==> config.mk <==
export PLATFORM = sky130hd
export DESIGN_NAME = throttle_axis_ramp
export DESIGN_NICKNAME = d
export VERILOG_FILES = /design/src/rtl/throttle_axis_ramp.sv
export SDC_FILE = /design/constraint.sdc
export NUM_CORES = 1
export LEC_CHECK = 0
export ABC_AREA = 1
export CORE_MARGIN = 5
export CORE_UTILIZATION = 34
export CTS_BUF_LIST = sky130_fd_sc_hd__clkbuf_2
export CTS_CLUSTER_SIZE = 25
export DETAILED_ROUTE_END_ITERATION = 6
export GPL_ROUTABILITY_DRIVEN = 0
export PLACE_DENSITY = 0.61
export SLEW_MARGIN = 20
export SYNTH_ARGS = -nofsm -noshare
export SYNTH_HDL_FRONTEND = slang
export SYNTH_SLANG_ARGS = --single-unit
==> constraint.sdc <==
create_clock -name clk_sys -period 4.3 [get_ports clk_sys]
set_input_delay 0.86 -clock clk_sys [delete_from_list [all_inputs] [get_ports clk_sys]]
set_output_delay 0.86 -clock clk_sys [all_outputs]
set_load 0.01 [all_outputs]
==> src/rtl/throttle_axis_ramp.sv <==
// throttle_axis_ramp: multi-channel thrust-lever emulator.
// Each channel turns a signed stick axis or up/down keys into a saturated
// unsigned lever position. A shared free-running prescaler sets the ramp rate
// of the relative modes; absolute mode reloads every clock.
module throttle_axis_ramp #(
    parameter int CHANNELS = 2,
    parameter int WIDTH    = 8,
    parameter int MAX_VAL  = 254,
    parameter int TICK_DIV = 196850,
    parameter int DEADZONE = 8
) (
    input  logic                      clk_sys,
    input  logic                      RESET_L,
    input  logic [2*CHANNELS-1:0]     mode,
    input  logic [CHANNELS-1:0]       key_up,
    input  logic [CHANNELS-1:0]       key_down,
    input  logic [8*CHANNELS-1:0]     axis,
    output logic [WIDTH*CHANNELS-1:0] thrust,
    output logic [CHANNELS-1:0]       at_max,
    output logic [CHANNELS-1:0]       at_min,
    output logic                      tick
);

    // Arithmetic width: two guard bits give room for the sign and for an
    // overshoot past MAX_VAL before saturation.
    localparam int SW = WIDTH + 2;
    localparam int CW = (TICK_DIV > 1) ? $clog2(TICK_DIV) : 1;

    localparam logic [CW-1:0]        CNT_LAST = CW'(TICK_DIV - 1);
    localparam logic [WIDTH-1:0]     MAX_W    = WIDTH'(MAX_VAL);
    localparam logic [SW-1:0]        MAX_U    = SW'(MAX_VAL);
    localparam logic signed [SW-1:0] MAX_S    = SW'(MAX_VAL);
    localparam logic signed [SW-1:0] STEP_P1  = SW'(1);
    localparam logic signed [SW-1:0] STEP_M1  = SW'(-1);
    localparam logic signed [SW-1:0] STEP_M2  = SW'(-2);
    localparam logic [8:0]           DZ       = 9'(DEADZONE);

    logic [CW-1:0] cnt_q;
    logic [CW-1:0] cnt_d;

    // Prescaler next count: wraps to zero after TICK_DIV-1.
    always_comb begin
        cnt_d = (cnt_q == CNT_LAST) ? '0 : cnt_q + CW'(1);
    end

    // Prescaler register; never disturbed by mode changes.
    always_ff @(posedge clk_sys or negedge RESET_L) begin
        if (!RESET_L) begin
            cnt_q <= '0;
        end else begin
            cnt_q <= cnt_d;
        end
    end

    assign tick = (cnt_q == CNT_LAST);

    for (genvar gi = 0; gi < CHANNELS; gi++) begin : g_ch
        logic [1:0]              mode_c;
        logic                    up_c;
        logic                    dn_c;
        logic [7:0]              axis_c;
        logic signed [8:0]       axis_x;
        logic signed [8:0]       raw_abs;
        logic [8:0]              mag;
        logic [SW-1:0]           abs_scaled;
        logic [WIDTH-1:0]        abs_val;
        logic signed [SW-1:0]    step;
        logic signed [SW-1:0]    delta;
        logic signed [SW-1:0]    sum;
        logic [WIDTH-1:0]        rel_val;
        logic [WIDTH-1:0]        thr_q;
        logic [WIDTH-1:0]        thr_d;
        logic                    at_max_q;
        logic                    at_min_q;

        assign mode_c = mode[2*gi +: 2];
        assign up_c   = key_up[gi];
        assign dn_c   = key_down[gi];
        assign axis_c = axis[8*gi +: 8];

        // Absolute mapping: stick up (negative) gives more thrust.
        always_comb begin
            axis_x     = {axis_c[7], axis_c};
            raw_abs    = 9'sd127 - axis_x;
            abs_scaled = SW'(raw_abs[7:0]) << (WIDTH - 8);
            abs_val    = (abs_scaled > MAX_U) ? MAX_W : abs_scaled[WIDTH-1:0];
        end

        // Relative step for the current mode, applied on a tick and saturated.
        always_comb begin
            mag   = axis_x[8] ? (9'd0 - axis_x) : axis_x;
            step  = SW'(mag[8:4]) + STEP_P1;
            delta = '0;
            case (mode_c)
                2'b01: begin
                    if (up_c && !dn_c) begin
                        delta = STEP_P1;
                    end else if (dn_c && !up_c) begin
                        delta = STEP_M1;
                    end
                end
                2'b10: begin
                    if (mag > DZ) begin
                        delta = axis_x[8] ? step : -step;
                    end
                end
                2'b11: begin
                    if (up_c && dn_c) begin
                        delta = '0;
                    end else if (up_c) begin
                        delta = STEP_P1;
                    end else if (dn_c) begin
                        delta = STEP_M2;
                    end else begin
                        delta = STEP_M1;
                    end
                end
                default: delta = '0;
            endcase
            sum = signed'(SW'(thr_q)) + delta;
            if (sum < 0) begin
                rel_val = '0;
            end else if (sum > MAX_S) begin
                rel_val = MAX_W;
            end else begin
                rel_val = sum[WIDTH-1:0];
            end
        end

        // Next lever value: absolute reloads every cycle, relative only on tick.
        always_comb begin
            thr_d = thr_q;
            if (mode_c == 2'b00) begin
                thr_d = abs_val;
            end else if (tick) begin
                thr_d = rel_val;
            end
        end

        // Lever register with end-stop flags decoded from the next value.
        always_ff @(posedge clk_sys or negedge RESET_L) begin
            if (!RESET_L) begin
                thr_q    <= '0;
                at_max_q <= 1'b0;
                at_min_q <= 1'b1;
            end else begin
                thr_q    <= thr_d;
                at_max_q <= (thr_d == MAX_W);
                at_min_q <= (thr_d == '0);
            end
        end

        assign thrust[WIDTH*gi +: WIDTH] = thr_q;
        assign at_max[gi]                = at_max_q;
        assign at_min[gi]                = at_min_q;
    end

endmodule

# == After elaboration in Yosys (flattened, before gate mapping) ==
# Cells that the tools add are included.
# totals
ff_bits,38
input_bits,26
out_inout_bits,21
word_cells,78
# op_classes
n_addsub,11
order_cmp,8
eq_ne,9
muxes,29
n_reduce_logical,14
# ops
op,n
10-bit 2-to-1 mux,12
8-bit 2-to-1 mux,10
10-bit one-hot mux with 3 select lines,2
9-bit by 10-bit adder with 10-bit output,2
10-bit by 9-bit greater-than comparator with 1-bit output (second input constant),2
10-bit by 1-bit < comparator with 1-bit output (second input constant),2
6-bit negator with 10-bit output,2
18-bit by 1-bit adder with 18-bit output (second input constant),1
18-bit == test (second input constant),1
9-bit by 4-bit greater-than comparator with 1-bit output (second input constant),2
18-bit 2-to-1 mux,1
9-bit 2-to-1 mux,2
1-bit by 8-bit subtractor with 9-bit output (first input constant),2
8-bit == test (second input constant),2
8-bit greater-than comparator (second input constant),2
8-bit logical NOT,2
8-bit subtractor (first input constant),2
5-bit by 1-bit adder with 6-bit output (second input constant),2
2-bit == test (second input constant),4
1-bit logical AND,6
2-bit by 1-bit == test with 1-bit output (second input constant),2
1-bit logical NOT,4
2-bit logical NOT,2
1-bit 2-to-1 mux,2

# == Depth between registers and ports, before layout ==
# Gate-level depths: netlist of run 1.
# depth
word_depth,14
mapped_depth,40
mapped_depth_nobuf,40

# == Worst setup path after synthesis of run 1 ==
# Ideal clock, no wire load.
# synth_timing
path_kind,input-to-reg
start,input port axis[0]
end,register g_ch[0].at_min_q
setup_ps,67
t_arrival_ps,4319
t_required_ps,4233
setup_slack_ps,-86
cell_stages,37
n_path_buf,0
cell_sequence,inv_1 -> ha_1 -> nand2_1 -> nand2_1 -> nand2_1 -> nand2_2 -> inv_1 -> ha_1 -> nand3_1 -> a21oi_1 -> nand3_1 -> nand2_1 -> a21boi_0 -> nand2_1 -> o211ai_1 -> ha_1 -> inv_1 -> fa_1 -> o21ai_1 -> nand2_1 -> nand2_1 -> nand2_1 -> nand2_1 -> nand2_1 -> nand2_1 -> inv_1 -> nand2_1 -> nor3_1 -> nor2_2 -> nand2_1 -> nand2_1 -> nand2_1 -> o21ai_1 -> nand2_1 -> inv_1 -> nand2_1 -> nor2_1
# synth_via
elab_chain_cells,14
word_cells_on_any_way,19
cone_classes,5 x add/sub; 4 x order compare; 9 x mux; 1 x reduce/logical
# synth_lines
item,line,rtl
start: declaration,17,"input logic [8*CHANNELS-1:0] axis,"
1-bit by 8-bit subtractor with 9-bit output,91,mag = axis_x[8] ? (9'd0 - axis_x) : axis_x;
9-bit 2-to-1 mux,91,
5-bit by 1-bit adder with 6-bit output,92,step = SW'(mag[8:4]) + STEP_P1;
6-bit negator with 10-bit output,104,delta = axis_x[8] ? step : -step;
10-bit 2-to-1 mux,104,
10-bit 2-to-1 mux,103,if (mag > DZ) begin
10-bit one-hot mux with 3 select lines,94,case (mode_c)
9-bit by 10-bit adder with 10-bit output,120,sum = signed'(SW'(thr_q)) + delta;
10-bit by 9-bit greater-than comparator with 1-bit output,123,end else if (sum > MAX_S) begin
8-bit 2-to-1 mux,123,
8-bit 2-to-1 mux,121,if (sum < 0) begin
8-bit 2-to-1 mux,135,end else if (tick) begin
8-bit 2-to-1 mux (*),133,if (mode_c == 2'b00) begin
8-bit logical NOT (*),149,at_min_q <= (thr_d == '0);
end signal: assignment,149,
end: declaration,74,logic at_min_q;
# Mark *: on every way between the ends. The rest lies on a longest branch, timed or not.

# == Worst setup path after layout of run 1 ==
# layout_timing
start,input port axis[10]
end,register g_ch[1].at_min_q
# layout_via
elab_chain_cells,14
word_cells_on_any_way,19
cone_classes,5 x add/sub; 4 x order compare; 9 x mux; 1 x reduce/logical
# layout_lines
item,line
1-bit by 8-bit subtractor with 9-bit output,91
9-bit 2-to-1 mux,91
5-bit by 1-bit adder with 6-bit output,92
6-bit negator with 10-bit output,104
10-bit 2-to-1 mux,104
10-bit 2-to-1 mux,103
10-bit one-hot mux with 3 select lines,94
9-bit by 10-bit adder with 10-bit output,120
10-bit by 9-bit greater-than comparator with 1-bit output,123
8-bit 2-to-1 mux,123
8-bit 2-to-1 mux,121
8-bit 2-to-1 mux,135
8-bit 2-to-1 mux (*),133
8-bit logical NOT (*),149
end signal: assignment,149
end: declaration,74
# Marked as above.

==> out/qor.csv, run 1 <==
stage;metric;value;unit
power;Final Power;1.587;mW
worst_setup_path;Setup crit start kind;input pin;
cts;Worst-Skew Late Latency;0.39;ns
yosys;top cells by area, synth;dfrtp_1, nand2_1, inv_1;
cts;clk root buf;clkbuf_2;
drt;Final ANT Viol Nets;0;
yosys;main combinational cell family by area after synthesis;simple AND/OR/NAND/NOR gates;
yosys;Synth top area share;0.2222;
sta;RSZ-0062 raised after global routing;true;
worst_setup_path;CP Class;input pin to flip-flop;
drt;initial drt markers;202;
global_route;pin count of the biggest net entering global routing;39;
worst_setup_path;r2r setup slk;1.65;ns
yosys;Synth Area in Compound Gates;0.1253;
outcome;violated checks;negative setup slack;
global_route;grt ovf;0;
worst_setup_path;RR Endpoint;g_ch[1].at_max_q$_DFF_PN0_;
global_route;initial antenna violation count;0;
power;leakage power;3.232;nW
sta;final hold vios;0;
sta;slew margin rel.;0.3599;
drt;Vias/cell;4.819;
worst_setup_path;most frequent CP cell;buf_4;
global_route;vias in the first global route;4745;
min_path;worst hold path type;flip-flop to flip-flop;
power;Worst VDD drop;126.7;µV
sta;Sum Neg Setup Slack;-0.005386;ns
sta;Final setup viols;1;
cts;CTS max path bufs;2;
yosys;post-synthesis sequential area ratio;0.2352;
drt;via count;4732;
worst_setup_path;critical path's slowest cell;ha_4;
finish;share of cells above drive strength 1;0.3981;
worst_setup_path;CP max stage delay;0.28;ns
sta;fmax;232.3;MHz
global_route;Total GRT Usage;0.1703;
sta;Tcrit/Tclk final;1.001;
cts;CTS tree;yes;
yosys;simple-gate share of the synthesized area;0.3920;
yosys;synth unique cells;45;
yosys;Post-Synthesis Cells;632;
run;Max Cap Viol;0;
sta;Worst Slack Setup Final;-0.005386;ns
yosys;Mean Syn Cell Area;6.414;µm²
floorplanning;die extent in x;119.2;µm
power;power per cell area;246.8;mW/mm²
cts;H-tree depth reported by CTS;2;
cts;Clock Sinks;38;
floorplanning;site row count;39;
sta;fin crit period;4.305;ns
finish;commonest cells after routing, fill and taps aside;buf_4, nand2_1, inv_1, nor2_1, nand2_2;
drt;Initial DRT Pass Iterations;7;
floorplanning;Starting Density;0.3505;
drt;DR WL/cell;12.98;µm
finish;fin nets;894;
sta;Slew Limit Fails;0;
placement;hpwl dp;9.361;mm
drt;final WL;12.75;mm
global_route;first-pass GRT wire length;20.78;mm
worst_setup_path;r2r startpoint;g_ch[1].thr_q[0]$_DFF_PN0_;
yosys;post-synthesis mux area share;0;
yosys;adder-cell share of the synthesized area;0.09630;
finish;Finished Core Util;0.5561;
worst_setup_path;cell family contributing the most delay on the critical path;simple AND/OR/NAND/NOR gates;
worst_setup_path;Critical Path Fanout Max;3;
placement;Cell Count Post-Placement;926;
finish;commonest non-fill, non-tap cell in the layout;buf_4;
outcome;outcome;finished, violations left;
yosys;Primary FF master, synth;dfrtp_1;
yosys;Post-Syn Nets;688;
finish;diodes inserted;0;
yosys;synth warn;0;
worst_setup_path;WP buf/inv;14;
floorplanning;IO Count;47;
yosys;xor/xnor share of the synthesized area;0.04321;
worst_setup_path;CP arrival;4.65;ns
yosys;Synth area leader;dfrtp_1;
worst_setup_path;R2R cell count;20;
sta;clk_skew;0.02254;ns
placement;I/O Buffers;46;
drt;DRC;0;
yosys;synthesized area;0.004054;mm²
cts;cts hold-fix bufs;0;
min_path;Hold Path End;cnt_q[0]$_DFF_PN0_;
worst_setup_path;Critical Path Sink Type;flip-flop;
floorplanning;Core Box Area;0.01156;mm²
floorplanning;Die Y;119.2;µm
min_path;HP Start;cnt_q[0]$_DFF_PN0_;
cts;Reg clk slew, reported paths;0.20;ns
yosys;EDFF count, synth;0;
placement;Setup WS pre-CTS;-0.9575;ns
yosys;Post-synth ARST share;1.000;
worst_setup_path;Critical Path RT;4.64;ns
finish;Layout area overhead;58.64;%
sta;worst slew pin tran;0.9566;ns
floorplanning;Die Area;0.01421;mm²
finish;fin cells;982;
yosys;Synth Register Bits;38;
cts;total CTS buffers;5;
min_path;Hold Path Depth;1;
[cells in the mapped netlist (6+ instances only)]
master	number
a21oi_1	39
dfrtp_1	36
ha_1	28
inv_1	94
inv_2	6
nand2_1	179
nand2_2	12
nand3_1	49
nand4_1	15
nor2_1	57
nor3_1	9
nor4_1	10
o21ai_0	13
xnor2_1	6
xor2_1	14
[timing repair]
item	in CTS	in global routing
pin swaps	69	101
setup buffers	32	17
endpoints found under the setup margin	19	20
resized for setup	90	101
[registers in the layout (all words and copies together) (netlist names)]
register and flops:
g_ch.at_min_q 2, g_ch.at_max_q 2, g_ch.thr_q 16, cnt_q 18
[where the power goes]
group          leakage, nW  internal [mW]  switching [mW]
sequential           0.464          0.378          0.0297
clock               0.0264         0.0371           0.123
combinational         2.74          0.535           0.485
total                 3.23          0.950           0.637
[worst reg2reg max path, stage by stage (launching register included)]
cell     delay (ns)
dfrtp_1        0.45
ha_2           0.21
inv_2          0.04
fa_2           0.36
xnor2_2        0.15
inv_1          0.06
nor2_1         0.08
nand2_1        0.05
nor2_1         0.10
nand3_1        0.07
nor2_1         0.08
nand4_1        0.16
nand3_1        0.14
nand2_2        0.10
nand2_1        0.08
nand2_1        0.05
nand2_1        0.10
nand2_2        0.09
nor2_2         0.10
nand2_1        0.05
nor2_1         0.09
[worst max-delay path by stage]
| stage | from | endpoint | cells after the start |
|---|---|---|---|
| 2_1_floorplan | axis[8] | g_ch[1].at_max_q$_DFF_PN0_ | 39 |
| 4_1_cts | axis[8] | g_ch[1].at_max_q$_DFF_PN0_ | 40 |
| 3_5_place_dp | axis[9] | g_ch[1].at_max_q$_DFF_PN0_ | 39 |
| 5_1_grt | axis[9] | g_ch[1].at_min_q$_DFF_PN1_ | 40 |
| 3_3_place_gp | axis[8] | g_ch[1].at_min_q$_DFF_PN1_ | 38 |
| 6_report | axis[10] | g_ch[1].at_min_q$_DFF_PN1_ | 40 |
[cell families (layout without fill, tap and decap cells)]
| group | Yosys count | after routing |
|---|---|---|
| simple gates | 352 | 352 |
| buf+inv | 111 | 318 |
| compound gates | 81 | 81 |
| flops | 38 | 38 |
| fa+ha+maj | 30 | 30 |
| xor+xnor | 20 | 20 |
[routing by layer]
layer / part of all wire / track usage / vias up
met4: 0.014 / 0.03114 / 0
met2: 0.50 / 0.3034 / 97
li1: - / - / 2457
met3: 0.034 / 0.02275 / 18
met1: 0.45 / 0.2216 / 2160
met5: 0 / 0 / -
[metrics by stage]
| step | hold WS, ns | instance area, µm² |
|---|---|---|
| after detailed placement | 0.4911 | 5519 |
| after global routing | 0.5428 | 6431 |
| after CTS | 0.5130 | 6005 |
| after floorplan | 0.4599 | 4068 |
| final | 0.5085 | 6431 |
| after global placement | 0.4791 | 5519 |
[cell type report]
| type | count | area, µm² |
|---|---|---|
| Multi-Input combinational cell | 483 | 3184 |
| Timing Repair Buffer | 209 | 1687 |
| Sequential cell | 38 | 953.4 |
| Inverter | 101 | 386.6 |
| Fill cell | 1025 | 5134 |
| Clock buffer | 5 | 25.02 |
| Tap cell | 143 | 178.9 |
| Clock inverter | 3 | 16.27 |
No activity file was read; power rests on OpenSTA's default activity.
==> inputs of run 2 (changes only) <==
Settings changed: CAP_MARGIN set to 20.
==> results of run 2 <==
No change in the layout: final DEF, timing and power equal those of run 1.
==> inputs of run 3 (changes only) <==
Settings changed: ABC_CLOCK_PERIOD_IN_PS set to 4300, DONT_BUFFER_PORTS set to 1, PLACE_DENSITY 0.61 to 0.56, SLEW_MARGIN 20 to 10.
==> run 3 against run 2 <==
  * The flow now finishes without violations
  * Register-to-register slack worse by 0.21 ns
  * Cell area is 20% lower
  * Global-route usage is 1.5 points lower
  * Sequential cell count stayed put
  * Non-clock buffer count is 127 lower
  * Combinational power is 28% lower
==> out/qor.csv, run 3 (synthesis results as in run 1) <==
stage;metric;value;unit;change
drt;DRC;0;;unchanged
cts;Reg clk slew, reported paths;0.21;ns;was 0.20 ns
sta;Worst Slack Setup Final;0.0004237;ns;was -0.005386 ns
finish;fin nets;767;;was 894
finish;commonest non-fill, non-tap cell in the layout;nand2_1;;was buf_4
finish;share of cells above drive strength 1;0.2837;;was 0.3981
global_route;Total GRT Usage;0.1552;;was 0.1703
cts;total CTS buffers;5;;unchanged
sta;fmax;232.6;MHz;was 232.3 MHz
sta;Sum Neg Setup Slack;0;ns;was -0.005386 ns
drt;Vias/cell;4.978;;was 4.819
cts;CTS tree;yes;;unchanged
worst_setup_path;Critical Path Sink Type;flip-flop;;unchanged
global_route;pin count of the biggest net entering global routing;39;;unchanged
run;Max Cap Viol;0;;unchanged
sta;RSZ-0062 raised after global routing;true;;unchanged
global_route;vias in the first global route;4023;;was 4745
drt;via count;4256;;was 4732
sta;worst slew pin tran;0.9458;ns;was 0.9566 ns
global_route;initial antenna violation count;0;;unchanged
finish;Finished Core Util;0.4476;;was 0.5561
cts;cts hold-fix bufs;0;;unchanged
worst_setup_path;Setup crit start kind;input pin;;unchanged
worst_setup_path;most frequent CP cell;nand2_1;;was buf_4
sta;fin crit period;4.300;ns;was 4.305 ns
worst_setup_path;CP Class;input pin to flip-flop;;unchanged
cts;CTS max path bufs;2;;unchanged
power;power per cell area;276.3;mW/mm²;was 246.8 mW/mm²
finish;Reg with most FFs;cnt_q;;unchanged
placement;I/O Buffers;0;;was 46
worst_setup_path;WP buf/inv;6;;was 14
global_route;first-pass GRT wire length;18.88;mm;was 20.78 mm
cts;Clock Sinks;38;;unchanged
outcome;outcome;complete, no violations;;was finished, violations left
finish;number of fill cells;1166;;was 1025
worst_setup_path;Critical Path RT;4.65;ns;was 4.64 ns
drt;initial drt markers;268;;was 202
sta;slew margin rel.;0.3672;;was 0.3599
cts;clk root buf;clkbuf_2;;unchanged
worst_setup_path;critical path's slowest cell;ha_1;;was ha_4
finish;Layout area overhead;27.69;%;was 58.64%
floorplanning;IO Count;47;;unchanged
power;leakage power;2.612;nW;was 3.232 nW
finish;biggest regs;cnt_q x18, g_ch.thr_q x16;;unchanged
placement;hpwl dp;9.033;mm;was 9.361 mm
drt;Initial DRT Pass Iterations;5;;was 7
cts;Worst-Skew Late Latency;0.38;ns;was 0.39 ns
sta;Slew Limit Fails;0;;unchanged
sta;clk_skew;0.01449;ns;was 0.02254 ns
worst_setup_path;CP max stage delay;0.41;ns;was 0.28 ns
sta;final hold vios;0;;unchanged
drt;Final ANT Viol Nets;0;;unchanged
finish;commonest cells after routing, fill and taps aside;nand2_1, inv_1, buf_4, nor2_1, nand3_1;;was buf_4, nand2_1, inv_1, nor2_1, nand2_2
placement;Setup WS pre-CTS;-0.4652;ns;was -0.9575 ns
worst_setup_path;cell family contributing the most delay on the critical path;simple AND/OR/NAND/NOR gates;;unchanged
power;Worst VDD drop;97.47;µV;was 126.7 µV
finish;fin cells;855;;was 982
cts;H-tree depth reported by CTS;2;;unchanged
floorplanning;site row count;39;;unchanged
worst_setup_path;CP arrival;4.65;ns;about the same
floorplanning;die extent in x;119.2;µm;unchanged
finish;max reg flops;18;;unchanged
floorplanning;Core Box Area;0.01156;mm²;unchanged
placement;Cell Count Post-Placement;834;;was 926
floorplanning;Starting Density;0.3505;;unchanged
drt;final WL;11.43;mm;was 12.75 mm
sta;Final setup viols;0;;was 1
finish;diodes inserted;0;;unchanged
floorplanning;Die Area;0.01421;mm²;unchanged
worst_setup_path;Critical Path Fanout Max;5;;was 3
global_route;grt ovf;0;;unchanged
sta;Tcrit/Tclk final;0.9999;;was 1.001
drt;DR WL/cell;13.36;µm;was 12.98 µm
min_path;worst hold path type;input pin to async pin;;was flip-flop to flip-flop
floorplanning;Die Y;119.2;µm;unchanged
[run 3: repair_timing]
action,CTS,global route
setup buffers,0,13
pin swaps,0,65
gates resized for setup,1,85
setup endpoints to repair,2,19
[run 3: cell type report]
type | count | area, µm² | share of cell area
Tap cell | 143 | 178.9 | 0.03457
Multi-Input combinational cell | 483 | 2924 | 0.5649
Inverter | 101 | 406.6 | 0.07856
Timing Repair Buffer | 82 | 619.3 | 0.1197
Sequential cell | 38 | 953.4 | 0.1842
Clock buffer | 5 | 25.02 | 0.004834
Clock inverter | 3 | 68.82 | 0.01329
[run 3: worst paths after layout]
check	start	to	slack (ns)	depth (start not counted)
max in group asynchronous	RESET_L	g_ch[1].at_min_q$_DFF_PN1_	3.99	0
worst min register to register	cnt_q[0]$_DFF_PN0_	cnt_q[0]$_DFF_PN0_	0.51	1
worst max-delay path	axis[8]	g_ch[1].thr_q[7]$_DFF_PN0_	0.0004	32
worst max register to register	g_ch[0].thr_q[0]$_DFF_PN0_	g_ch[0].at_max_q$_DFF_PN0_	1.44	17
worst min-delay path	RESET_L	g_ch[0].thr_q[7]$_DFF_PN0_	0.13	0
min in group clk_sys	cnt_q[0]$_DFF_PN0_	cnt_q[0]$_DFF_PN0_	0.51	1
[run 3: report_power, final]
group / switching [mW] / internal [mW]
clock: 0.124 / 0.158
combinational: 0.382 / 0.349
sequential: 0.0398 / 0.378
total: 0.546 / 0.884
[run 3: worst reg2reg max path: cells and delay by family, from the launching register on]
kind                       cells  cell delay, ns
buffers and inverters          4            0.38
xor gates and xnor gates       1            0.10
adders and majority gates      2            0.63
and+or+nand+nor                9            1.05
AOI/OAI and AO/OA              1            0.15
DFF                            1            0.51
[run 3: per-layer routing]
layer | up-vias | track usage | share of wire
li1 | 2201 | - | -
met3 | 12 | 0.02749 | 0.045
met4 | 0 | 0.02752 | 0.012
met5 | - | 0 | 0
met2 | 87 | 0.2568 | 0.47
met1 | 1956 | 0.2147 | 0.47
[run 3: through the flow]
step	hold WS (ns)	area (µm²)	total power, mW
after CTS	0.09751	4803	1.345
after detailed placement	0.4905	4706	1.055
after global placement	0.4800	4706	1.047
after global routing	0.06093	5176	1.537
final	0.1307	5176	1.430
after floorplan	0.4599	4068	0.8078
